===== config.mk =====
export PLATFORM = sky130hd
export DESIGN_NAME = soc_sysid_regs
export DESIGN_NICKNAME = d
export VERILOG_FILES = /design/src/rtl/soc_sysid_pkg.sv /design/src/rtl/soc_sysid_rd_pipe.sv /design/src/rtl/soc_sysid_regs.sv
export SDC_FILE = /design/constraint.sdc
export NUM_CORES = 1
export LEC_CHECK = 0
export ABC_AREA = 1
export ABC_CLOCK_PERIOD_IN_PS = 2200
export CAP_MARGIN = 20
export CORE_AREA = 2 2 157 159
export CTS_CLUSTER_SIZE = 10
export DETAILED_ROUTE_END_ITERATION = 10
export DIE_AREA = 0 0 159 161
export PLACE_DENSITY = 0.5
export SYNTH_ARGS = -nofsm -noshare
export SYNTH_HDL_FRONTEND = slang
export SYNTH_SLANG_ARGS = --single-unit

===== constraint.sdc =====
create_clock -name clock -period 2.2 [get_ports clock]
set_clock_uncertainty 0.15 [all_clocks]
set_input_delay 0.44 -clock clock [delete_from_list [all_inputs] [get_ports clock]]
set_output_delay 0.44 -clock clock [all_outputs]
set_load 0.01 [all_outputs]

===== src/rtl/soc_sysid_pkg.sv =====
// soc_sysid_pkg: register offsets, CTRL bit indices and STATUS limit for soc_sysid_regs
package soc_sysid_pkg;
  localparam logic [2:0] OFF_ID   = 3'd0;
  localparam logic [2:0] OFF_TS   = 3'd1;
  localparam logic [2:0] OFF_VER  = 3'd2;
  localparam logic [2:0] OFF_SCR  = 3'd3;
  localparam logic [2:0] OFF_UPLO = 3'd4;
  localparam logic [2:0] OFF_UPHI = 3'd5;
  localparam logic [2:0] OFF_CTRL = 3'd6;
  localparam logic [2:0] OFF_STAT = 3'd7;
  localparam int CTRL_EN  = 0;
  localparam int CTRL_CLR = 1;
  localparam logic [15:0] STATUS_MAX = 16'hFFFF;
  function automatic logic is_ro_off(input logic [2:0] a);
    return !(a == OFF_SCR || a == OFF_CTRL);
  endfunction
endpackage


===== src/rtl/soc_sysid_rd_pipe.sv =====
// soc_sysid_rd_pipe: flushable {valid,data} delay line; output data holds its last valid value
module soc_sysid_rd_pipe #(
  parameter int DEPTH = 1,
  parameter int W = 32
) (
  input  logic         clock,
  input  logic         reset,
  input  logic         in_valid,
  input  logic [W-1:0] in_data,
  output logic         out_valid,
  output logic [W-1:0] out_data
);
  logic [DEPTH-1:0] v_q, v_d;
  logic [DEPTH:0] v_c;
  logic [W-1:0] d_q [DEPTH];
  logic [W-1:0] d_d [DEPTH];
  logic [W-1:0] d_c [DEPTH+1];
  always_comb begin
    v_c = {v_q, in_valid};
    v_d = v_c[DEPTH-1:0];
    d_c[0] = in_data;
    for (int i = 0; i < DEPTH; i++) d_c[i+1] = d_q[i];
    for (int i = 0; i < DEPTH; i++) d_d[i] = v_c[i] ? d_c[i] : d_q[i];
  end
  always_ff @(posedge clock) begin
    v_q <= reset ? '0 : v_d;
    for (int i = 0; i < DEPTH; i++) d_q[i] <= reset ? '0 : d_d[i];
  end
  assign out_valid = v_c[DEPTH];
  assign out_data  = d_c[DEPTH];
endmodule


===== src/rtl/soc_sysid_regs.sv =====
// soc_sysid_regs: Avalon-MM system-ID slave with scratch, 64-bit uptime counter and pipelined reads
module soc_sysid_regs
  import soc_sysid_pkg::*;
#(
  parameter logic [31:0] SYSTEM_ID   = 32'h0000_0010,
  parameter logic [31:0] TIMESTAMP   = 32'd0,
  parameter logic [31:0] VERSION     = 32'h0001_0000,
  parameter int          READ_LATENCY = 1,
  parameter logic [31:0] SCRATCH_RST = 32'h0000_0000
) (
  input  logic        clock,
  input  logic        reset,
  input  logic [2:0]  address,
  input  logic        read,
  input  logic        write,
  input  logic [31:0] writedata,
  input  logic [3:0]  byteenable,
  output logic [31:0] readdata,
  output logic        readdatavalid
);
  logic [31:0] scratch_q, scratch_d, shadow_q, shadow_d;
  logic [63:0] cnt_q, cnt_d;
  logic en_q, en_d, wr_ctrl;
  logic [15:0] stat_q, stat_d;
  logic [31:0] regs [8];
  always_comb begin
    wr_ctrl = write && address == OFF_CTRL;
    for (int i = 0; i < 4; i++)
      scratch_d[8*i+:8] = write && address == OFF_SCR && byteenable[i] ? writedata[8*i+:8] : scratch_q[8*i+:8];
    en_d = wr_ctrl ? writedata[CTRL_EN] : en_q;
    cnt_d = wr_ctrl && writedata[CTRL_CLR] ? '0 : cnt_q + 64'(en_q);
    shadow_d = read && address == OFF_UPLO ? cnt_q[63:32] : shadow_q;
    stat_d = write && is_ro_off(address) && stat_q != STATUS_MAX ? stat_q + 16'd1 : stat_q;
    regs[OFF_ID]   = SYSTEM_ID;
    regs[OFF_TS]   = TIMESTAMP;
    regs[OFF_VER]  = VERSION;
    regs[OFF_SCR]  = scratch_q;
    regs[OFF_UPLO] = cnt_q[31:0];
    regs[OFF_UPHI] = shadow_q;
    regs[OFF_CTRL] = {31'd0, en_q};
    regs[OFF_STAT] = {16'd0, stat_q};
  end
  always_ff @(posedge clock) begin
    scratch_q <= reset ? SCRATCH_RST : scratch_d;
    cnt_q     <= reset ? '0 : cnt_d;
    shadow_q  <= reset ? '0 : shadow_d;
    en_q      <= reset ? 1'b1 : en_d;
    stat_q    <= reset ? '0 : stat_d;
  end
  soc_sysid_rd_pipe #(.DEPTH(READ_LATENCY), .W(32)) u_rd_pipe (
    .clock(clock),
    .reset(reset),
    .in_valid(read),
    .in_data(regs[address]),
    .out_valid(readdatavalid),
    .out_data(readdata)
  );
endmodule


### Word level (Yosys, flattened, before mapping)

Memories as Yosys holds them, arrays and structs flattened.
Index checks and enable logic that the tools add are counted.

| word-level totals | value |
|---|---|
| register bits after elaboration | 146 |
| RAM bits | 32 |
| input bits | 43 |
| output and inout bits | 33 |
| word-level logic and storage cells | 36 |
| memories kept | 1 |

| operators by class | value |
|---|---|
| add/subtract/negate cells | 2 |
| order comparisons | 1 |
| equality and inequality tests | 4 |
| multiplexer cells | 5 |
| bitwise operators | 1 |
| reduce and logical (&&, ||, !) cells | 13 |

Memories:

| memory | depth | width | rd ports | clocked after memory_dff | write ports | RTL line | text |
|---|---|---|---|---|---|---|---|
| u_rd_pipe.d_q | 1 | 32 | 1 | 0 | 1 | soc_sysid_rd_pipe.sv:15 | `logic [W-1:0] d_q [DEPTH];` |

Operators by type and width:

| cell | count |
|---|---|
| 32-bit 2-to-1 mux | 4 |
| 32-bit binary-select mux with 3-bit select | 1 |
| 64-bit by 1-bit adder with 64-bit output | 1 |
| 16-bit by 1-bit adder with 16-bit output (second input constant) | 1 |
| 16-bit inequality test (second input constant) | 1 |
| 1-bit logical AND | 10 |
| 3-bit equality test (second input constant) | 2 |
| 4-bit >= comparator (second input constant) | 1 |
| 3-bit NOT with 4-bit output | 1 |
| 3-bit by 2-bit equality test with 1-bit output (second input constant) | 1 |
| 2-bit OR reduction | 1 |
| 1-bit logical NOT | 1 |
| 1-bit logical OR | 1 |

### Logic depth before layout (Yosys ltp)

Gate-level depths: netlist (run 1).

| depth | value |
|---|---|
| word-level depth | 6 |
| mapped depth | 12 |
| mapped depth without buffers | 12 |

### Modules after synthesis

Synthesis (run 1) repeated with hierarchy kept, for this count alone.

| second synthesis, totals | value |
|---|---|
| cells, all modules | 1,435 |
| area total of the unflattened synthesis | 9,069.9 um^2 |

By module, submodules not included:

| module | times used | cells an instance | area each (um^2) | seq. area each (um^2) |
|---|---|---|---|---|
| soc_sysid_regs | 1 | 1,229 | 7,717.4 | 2,902.8 |
| soc_sysid_rd_pipe | 1 | 206 | 1,352.5 | 660.6 |

### Least setup slack after synthesis (run 1)

No wires, ideal clock.

| timing | value |
|---|---|
| path type | reg2reg |
| start | register en_q |
| end | register cnt_q[52] |
| setup time | 0.113 ns |
| arrival time | 1.610 ns |
| required time | 1.937 ns |
| slack | 0.328 ns |
| stages on the path, launching flop included | 12 |
| path through | dfxtp_1 ha_1 ha_1 nand2_1 nor2_1 nand2_1 nor2_2 nand2_1 nor2_1 nand2_1 nand2_1 nor2_1 |

| between the ends | value |
|---|---|
| cells in the longest elaborated chain, start to end | 1 |

Ends and longest elaborated chain:

| item | RTL line | text |
|---|---|---|
| start, declared | soc_sysid_regs.sv:23 | `logic en_q, en_d, wr_ctrl;` |
| start signal, assigned | soc_sysid_regs.sv:47 | `en_q <= reset ? 1'b1 : en_d;` |
| 64-bit by 1-bit adder with 64-bit output | soc_sysid_regs.sv:31 | `cnt_d = wr_ctrl && writedata[CTRL_CLR] ? '0 : cnt_q + 64'(en_q);` |
| end signal, assigned | soc_sysid_regs.sv:45 | `cnt_q <= reset ? '0 : cnt_d;` |
| end, declared | soc_sysid_regs.sv:22 | `logic [63:0] cnt_q, cnt_d;` |

No other way between the ends.
A chain may end at the register's enable or synchronous reset.

### Final worst setup path (run 1)

| timing | value |
|---|---|
| start | register en_q |
| end | register cnt_q[22] |

The elaborated chain is that of the path after synthesis.

==> flow_metrics.env, run 1 <==
export IMPL_drive_gt1_frac=0.0881
export IMPL_io_pins=76
export IMPL_cts_max_level=4
export IMPL_routabilityCongestion=0.908
export IMPL_dp_slack_ns=-0.0909
export IMPL_yosys_most_used_dff="dfxtp_1"
export IMPL_maxCapViolations=0
export IMPL_die_area_mm2=0.0256
export IMPL_combinationalPowerShare=0.080
export IMPL_switching_power_mw=1.75
export IMPL_ant_nets=0
export IMPL_grt_start_max_net_pins=53
export IMPL_avgViaCountPerCell=4.91
export IMPL_min_path_type="flop to flop"
export IMPL_cts_root_buf="clkbuf_16"
export IMPL_min_delay_start="shadow_q[17]"
export IMPL_ff2ff_path_depth=10
export IMPL_synth_ff_latch_count=178
export IMPL_clockPowerShare=0.461
export IMPL_core_mm2=0.0240
export IMPL_crit_type="flop to flop"
export IMPL_fin_area_mm2=0.0107
export IMPL_area_delta_synth_final_pct=26.5
export IMPL_yosysTopAreaCellShare=0.422
export IMPL_synth_cell_types=35
export IMPL_crit_arrival_ns=2.22
export IMPL_dieHeight_um=161
export IMPL_ys_top_cells_by_area="dfxtp_1, nor2_1, nand2_1, o21ai_0, a21oi_1"
export IMPL_synth_top_area_cell="dfxtp_1"
export IMPL_syn_avg_cell_area_um2=6.59
export IMPL_worstPathRequired_ns=2.37
export IMPL_maxSlewHeadroom=0.691
export IMPL_cellLeakagePower_nw=3.90
export IMPL_grt_pass1_vias=8031
export IMPL_rsz0062_at_grt="no"
export IMPL_end_kind="flop"
export IMPL_numCtsBuffers=17
export IMPL_critPathMaxFanout=3
export IMPL_place_area_mm2=0.00999
export IMPL_power_density_mw_per_mm2=682
export IMPL_diodes=0
export IMPL_detail_route_first_pass_iterations=5
export IMPL_peakVddDrop_uv=480
export IMPL_synth_edf_count=0
export IMPL_setup_viol=0
export IMPL_fin_ws_ns=0.156
export IMPL_crit_start="en_q"
export IMPL_finalNetCount=1442
export IMPL_status="finished, final reports clean"
export IMPL_startpoint_type="flop"
export IMPL_synth_area_mm2=0.00843
export IMPL_p_int_mw=5.53
export IMPL_clock_sinks=178
export IMPL_via_count=8506
export IMPL_fillers=2602
export IMPL_grt_first_pass_wirelength_um=44600
export IMPL_seq_area_frac_synth=0.422
export IMPL_worst_pin_slew_ns=0.458
export IMPL_finalMaxSlewViolations=0
export IMPL_routedWlPerCell_um=16.4
export IMPL_io_buffers=75
export IMPL_clk_latency_ns=0.43
export IMPL_postSynthCellCount=1280
export IMPL_r2r_start="en_q"
export IMPL_cts_tree="done"
export IMPL_num_rows=57
export IMPL_grt_overflow_total=0
export IMPL_switching_share=0.240
export IMPL_die_w_um=159
export IMPL_antenna_found_initial=0
export IMPL_wirelength_um=28400
export IMPL_dp_hpwl_um=22200
export IMPL_start_util=0.352
export IMPL_detail_route_iter0_violations=595
export IMPL_post_route_min_period_ns=2.04
export IMPL_synthArstFlopShare=0
export IMPL_synth_nets=1326
export IMPL_fin_crit_sh=0.929
export IMPL_use_met2=0.369
export IMPL_drc_errors=0
export IMPL_use_met3=0.0357
export IMPL_pwr_share_seq=0.459
export IMPL_clock_fmax_mhz=489
export IMPL_track_usage=0.223
export IMPL_cts_clk_slew_worst_paths_ns=0.07
export IMPL_finalHoldViolCount=0
export IMPL_worstHoldPathCells=2
export IMPL_clk_path_buf_depth=2
export IMPL_busiest_layer="met2"
export IMPL_yosysWarningCount=0
export IMPL_grt_util_met1=0.297
## final cells by class
cell class	instances	area, um^2	share of cell area
multi-input cells	935	4260	0.399
inverters	122	458	0.0429
flip-flops and latches	178	3570	0.334
clock buffers	19	443	0.0415
well taps	324	405	0.0380
clock inverters	12	191	0.0179
repair buffers	142	1350	0.126
## metrics by stage
step / total power, mW / util / setup TNS (ns) / instances / hold slack (ns)
final: 7.28 / 0.445 / 0 / 1732 / 0.301
after global routing: 7.54 / 0.445 / 0 / 1732 / 0.341
after CTS: 7.34 / 0.444 / -0.0130 / 1731 / 0.305
after detailed placement: 4.00 / 0.417 / -1.88 / 1700 / 0.296
after global placement: 4.00 / 0.417 / -1.76 / 1700 / 0.290
after floorplan: 3.68 / - / 0 / 1280 / 0.275
## sequential cells by signal, indices dropped and copies added (netlist names)
name / cells
cnt_q: 64
scratch_q: 32
shadow_q: 32
u_rd_pipe.d_q: 32
stat_q: 16
en_q: 1
u_rd_pipe.out_valid: 1
## synth_stat cells, types with 2 or more instances
| library cell | count |
|---|---|
| nor2_1 | 288 |
| nand2_1 | 232 |
| dfxtp_1 | 178 |
| o21ai_0 | 153 |
| a21oi_1 | 127 |
| inv_1 | 117 |
| nand3_1 | 47 |
| clkbuf_1 | 28 |
| nand4_1 | 20 |
| a31oi_1 | 19 |
| buf_2 | 9 |
| nor3_1 | 8 |
| buf_1 | 7 |
| inv_2 | 5 |
| nor2_4 | 5 |
| xnor2_1 | 5 |
| a22oi_1 | 4 |
| o211ai_1 | 4 |
| ha_1 | 3 |
| xor2_1 | 3 |
| a41oi_1 | 2 |
| nor2_2 | 2 |
| o22ai_1 | 2 |
## placed cells by master, fill, tap and decap left out, types with 5 or more instances in the layout
| cell type | netlist | final |
|---|---|---|
| nor2_4 | 5 | 5 |
| a21oi_1 | 127 | 127 |
| inv_2 | 5 | 6 |
| nand3_1 | 47 | 46 |
| o21ai_0 | 153 | 153 |
| clkdlybuf4s50_1 | 0 | 75 |
| inv_1 | 117 | 116 |
| dfxtp_1 | 178 | 176 |
| buf_4 | 1 | 59 |
| nand2_1 | 232 | 231 |
| nor2_2 | 2 | 7 |
| nand4_1 | 20 | 20 |
| buf_12 | 0 | 7 |
| nor2_1 | 288 | 283 |
| inv_6 | 0 | 6 |
| nor3_1 | 8 | 8 |
| clkbuf_16 | 0 | 17 |
| a31oi_1 | 19 | 19 |
| xnor2_1 | 5 | 5 |
## power by group through the flow
stage                     combinational, mW  sequential, mW  clock [mW]
after floorplan                       0.261            3.42           0
after global placement                0.581            3.42           0
after detailed placement              0.583            3.42           0
after CTS                             0.586            3.34        3.42
after global routing                  0.647            3.35        3.55
final                                 0.583            3.34        3.35
## cells by family after synthesis
| kind of cell | Yosys count | synth area share |
|---|---|---|
| xor gates and xnor gates | 8 | 0.00831 |
| adders and majority gates | 3 | 0.00445 |
| and+or+nand+nor | 609 | 0.294 |
| muxes | 1 | 0.00119 |
| AOI/OAI and AO/OA | 314 | 0.193 |
| DFF | 178 | 0.422 |
| buffers and inverters | 167 | 0.0761 |
## critical path: stages (launching register included)
cell	delay (ns)
dfxtp_4	0.37
ha_4	0.15
ha_1	0.16
nand2_1	0.09
nor2_2	0.16
nand2_1	0.13
nor2_2	0.22
nand2_1	0.15
buf_4	0.16
o21ai_0	0.15
a21oi_1	0.06
## layer usage
layer,up-vias,share of wire
li1,4407,-
met1,3886,0.47
met2,168,0.46
met3,45,0.037
met4,0,0.032
met5,-,0
## repair_timing
action | 4_1_cts | 5_1_grt
buffers inserted | 0 | 1
pin swaps | 1 | 3
endpoints found under the setup margin | 8 | 27
resized for setup | 2 | 11
hold buffers | 0 | 0
## final timing paths
path / to / slack (ns)
max reg2reg: cnt_q[22] / 0.16
min reg2reg: shadow_q[17] / 0.30
min: shadow_q[17] / 0.30
max: cnt_q[22] / 0.16
Note: power is estimated with default switching activity, not from simulation.
==> inputs of run 2 (changes only) <==
PLACE_DENSITY = not set   (was 0.5)
==> run 2 against run 1 <==
Compared with the run above:
- cell count grew 0.52%
- worst setup slack lost 0.0046 ns
- combinational power is essentially flat
- critical path depth is the same
- via count grew 2.3%
- first-iteration DRC count grew 23%
- non-clock buffer count grew 10
- largest cell class unchanged
- hold slack gained 0.0095 ns
- maximum frequency shrank 0.23%
- utilization is essentially flat
==> flow_metrics.env, run 2 (same netlist as run 1, synthesis figures left out) <==
export IMPL_cts_root_buf="clkbuf_16"
export IMPL_dp_hpwl_um=21600
export IMPL_reg2reg_to="cnt_q[56]"
export IMPL_cts_clk_slew_worst_paths_ns=0.07
export IMPL_post_route_min_period_ns=2.05
export IMPL_place_area_mm2=0.0100
export IMPL_multi_input_area_mm2=0.00427
export IMPL_seqCellArea_mm2=0.00356
export IMPL_routedWlPerCell_um=16.1
export IMPL_r2r_start="cnt_q[35]"
export IMPL_via_count=8700
export IMPL_min_path_type="flop to flop"
export IMPL_crit_type="flop to flop"
export IMPL_clock_sinks=178
export IMPL_fin_ws_ns=0.151
export IMPL_start_util=0.352
export IMPL_ant_nets=0
export IMPL_power_density_mw_per_mm2=666
export IMPL_top_register="cnt_q"
export IMPL_detail_route_first_pass_iterations=6
export IMPL_io_buffers=75
export IMPL_grt_start_max_net_pins=72
export IMPL_maxSlewHeadroom=0.692
export IMPL_grt_pass1_vias=8170
export IMPL_fillers=2562
export IMPL_clock_fmax_mhz=488
export IMPL_r2r_setup_slack_ns=0.15
export IMPL_cts_max_level=4
export IMPL_area_delta_synth_final_pct=26.6
export IMPL_grt_overflow_total=0
export IMPL_diodes=0
export IMPL_numCtsBuffers=17
export IMPL_critPathMaxFanout=5
export IMPL_rsz0062_at_grt="no"
export IMPL_routabilityCongestion=0.956
export IMPL_grt_first_pass_wirelength_um=44400
export IMPL_tns_ns=0
export IMPL_cellLeakagePower_nw=3.95
export IMPL_largest_reg_flops=64
export IMPL_num_rows=57
export IMPL_setup_viol=0
export IMPL_maxCapViolations=0
export IMPL_peakVddDrop_uv=459
export IMPL_worst_pin_slew_ns=0.458
export IMPL_fin_crit_sh=0.931
export IMPL_worstPathRequired_ns=2.39
export IMPL_min_delay_start="shadow_q[18]"
export IMPL_worstHoldPathCells=2
export IMPL_end_kind="flop"
export IMPL_wirelength_um=28100
export IMPL_finalHoldViolCount=0
export IMPL_crit_start="cnt_q[35]"
export IMPL_finalMaxSlewViolations=0
export IMPL_drive_gt1_frac=0.0939
export IMPL_avgViaCountPerCell=5.00
export IMPL_ff2ff_path_depth=10
export IMPL_final_cell_mix="nor2_1, nand2_1, dfxtp_1"
export IMPL_die_w_um=159
export IMPL_antenna_found_initial=0
export IMPL_core_mm2=0.0240
export IMPL_finalNetCount=1452
export IMPL_status="finished, final reports clean"
export IMPL_hold_path_endpoint="shadow_q[18]"
export IMPL_clk_latency_ns=0.44
export IMPL_dieHeight_um=161
export IMPL_startpoint_type="flop"
export IMPL_detail_route_iter0_violations=732
export IMPL_fin_area_mm2=0.0107
export IMPL_track_usage=0.219
export IMPL_cts_tree="done"
export IMPL_clk_path_buf_depth=2
export IMPL_dp_slack_ns=-0.176
export IMPL_layout_commonest_cell="nor2_1"
export IMPL_drc_errors=0
export IMPL_crit_arrival_ns=2.24
export IMPL_die_area_mm2=0.0256
export IMPL_io_pins=76
## run 2: cell count changes in the layout (fill, tap and decap cells not counted), sizes merged
| cell | delta |
|---|---|
| buf | +10 |
| bufinv | -1 |
| clkbuf | -2 |
| clkinv | +2 |
## run 2: report_power, final
| group | total (mW) | internal, mW | switching [mW] |
|---|---|---|---|
| clock network | 3.19 | 1.81 | 1.39 |
| logic | 0.582 | 0.273 | 0.309 |
| registers | 3.34 | 3.30 | 0.0424 |
| total | 7.12 | 5.38 | 1.74 |
## run 2: final cells by class
| cell class | count | area share |
|---|---|---|
| Clock buffer | 17 | 0.0398 |
| Clock inverter | 13 | 0.0164 |
| Inverter | 122 | 0.0429 |
| Multi-Input combinational cell | 935 | 0.400 |
| Sequential cell | 178 | 0.334 |
| Tap cell | 324 | 0.0380 |
| Timing Repair Buffer | 152 | 0.129 |
## run 2: worst max-delay path, cell delays in order (launching register included)
cell and delay (ns):
dfxtp_1 0.51, nand2_1 0.12, nor2_1 0.21, nand2_1 0.16
nor2_1 0.25, nand2_1 0.11, nor2_1 0.16, buf_4 0.15
nand2_1 0.04, nand2_1 0.05, nor2_1 0.03
## run 2: worst max path at each step
stage	endpoint	slack (ns)	cells after the start
after floorplan	cnt_q[52]	0.33	11
after global placement	scratch_q[4]	-0.16	10
after detailed placement	shadow_q[3]	-0.18	8
after CTS	cnt_q[62]	-0.02	11
after global routing	cnt_q[58]	0.008	12
final	cnt_q[56]	0.15	10
## run 2: stage by stage
| step | power [mW] | utilization | instances | hold slack, ns |
|---|---|---|---|---|
| floorplan | 3.68 | - | 1280 | 0.275 |
| global placement | 3.99 | 0.418 | 1710 | 0.288 |
| detailed placement | 4.00 | 0.418 | 1710 | 0.302 |
| CTS | 7.17 | 0.444 | 1740 | 0.311 |
| global route | 7.37 | 0.446 | 1741 | 0.326 |
| finish | 7.12 | 0.446 | 1741 | 0.311 |
## run 2: layer usage
layer  part of all wire  vias up  track usage
met3              0.053       24       0.0383
li1                   -     4428            -
met1               0.45     4029        0.288
met4              0.017        0       0.0616
met5                  0        -            0
met2               0.48      219        0.372
## run 2: what timing repair did
| item | 4_1_cts | 5_1_grt |
|---|---|---|
| hold buffers | 0 | 0 |
| pin swaps | 0 | 2 |
| endpoints found under the hold margin | 0 | 0 |
| gates resized for setup | 3 | 10 |
| buffers inserted | 0 | 1 |
| cloned | 0 | 0 |
| setup endpoints to repair | 3 | 25 |
==> inputs of run 3 (changes only) <==
SLEW_MARGIN = 40   (was not set)
==> results of run 3 <==
Same layout as run 2: the final DEF is identical, and so are final timing and power.
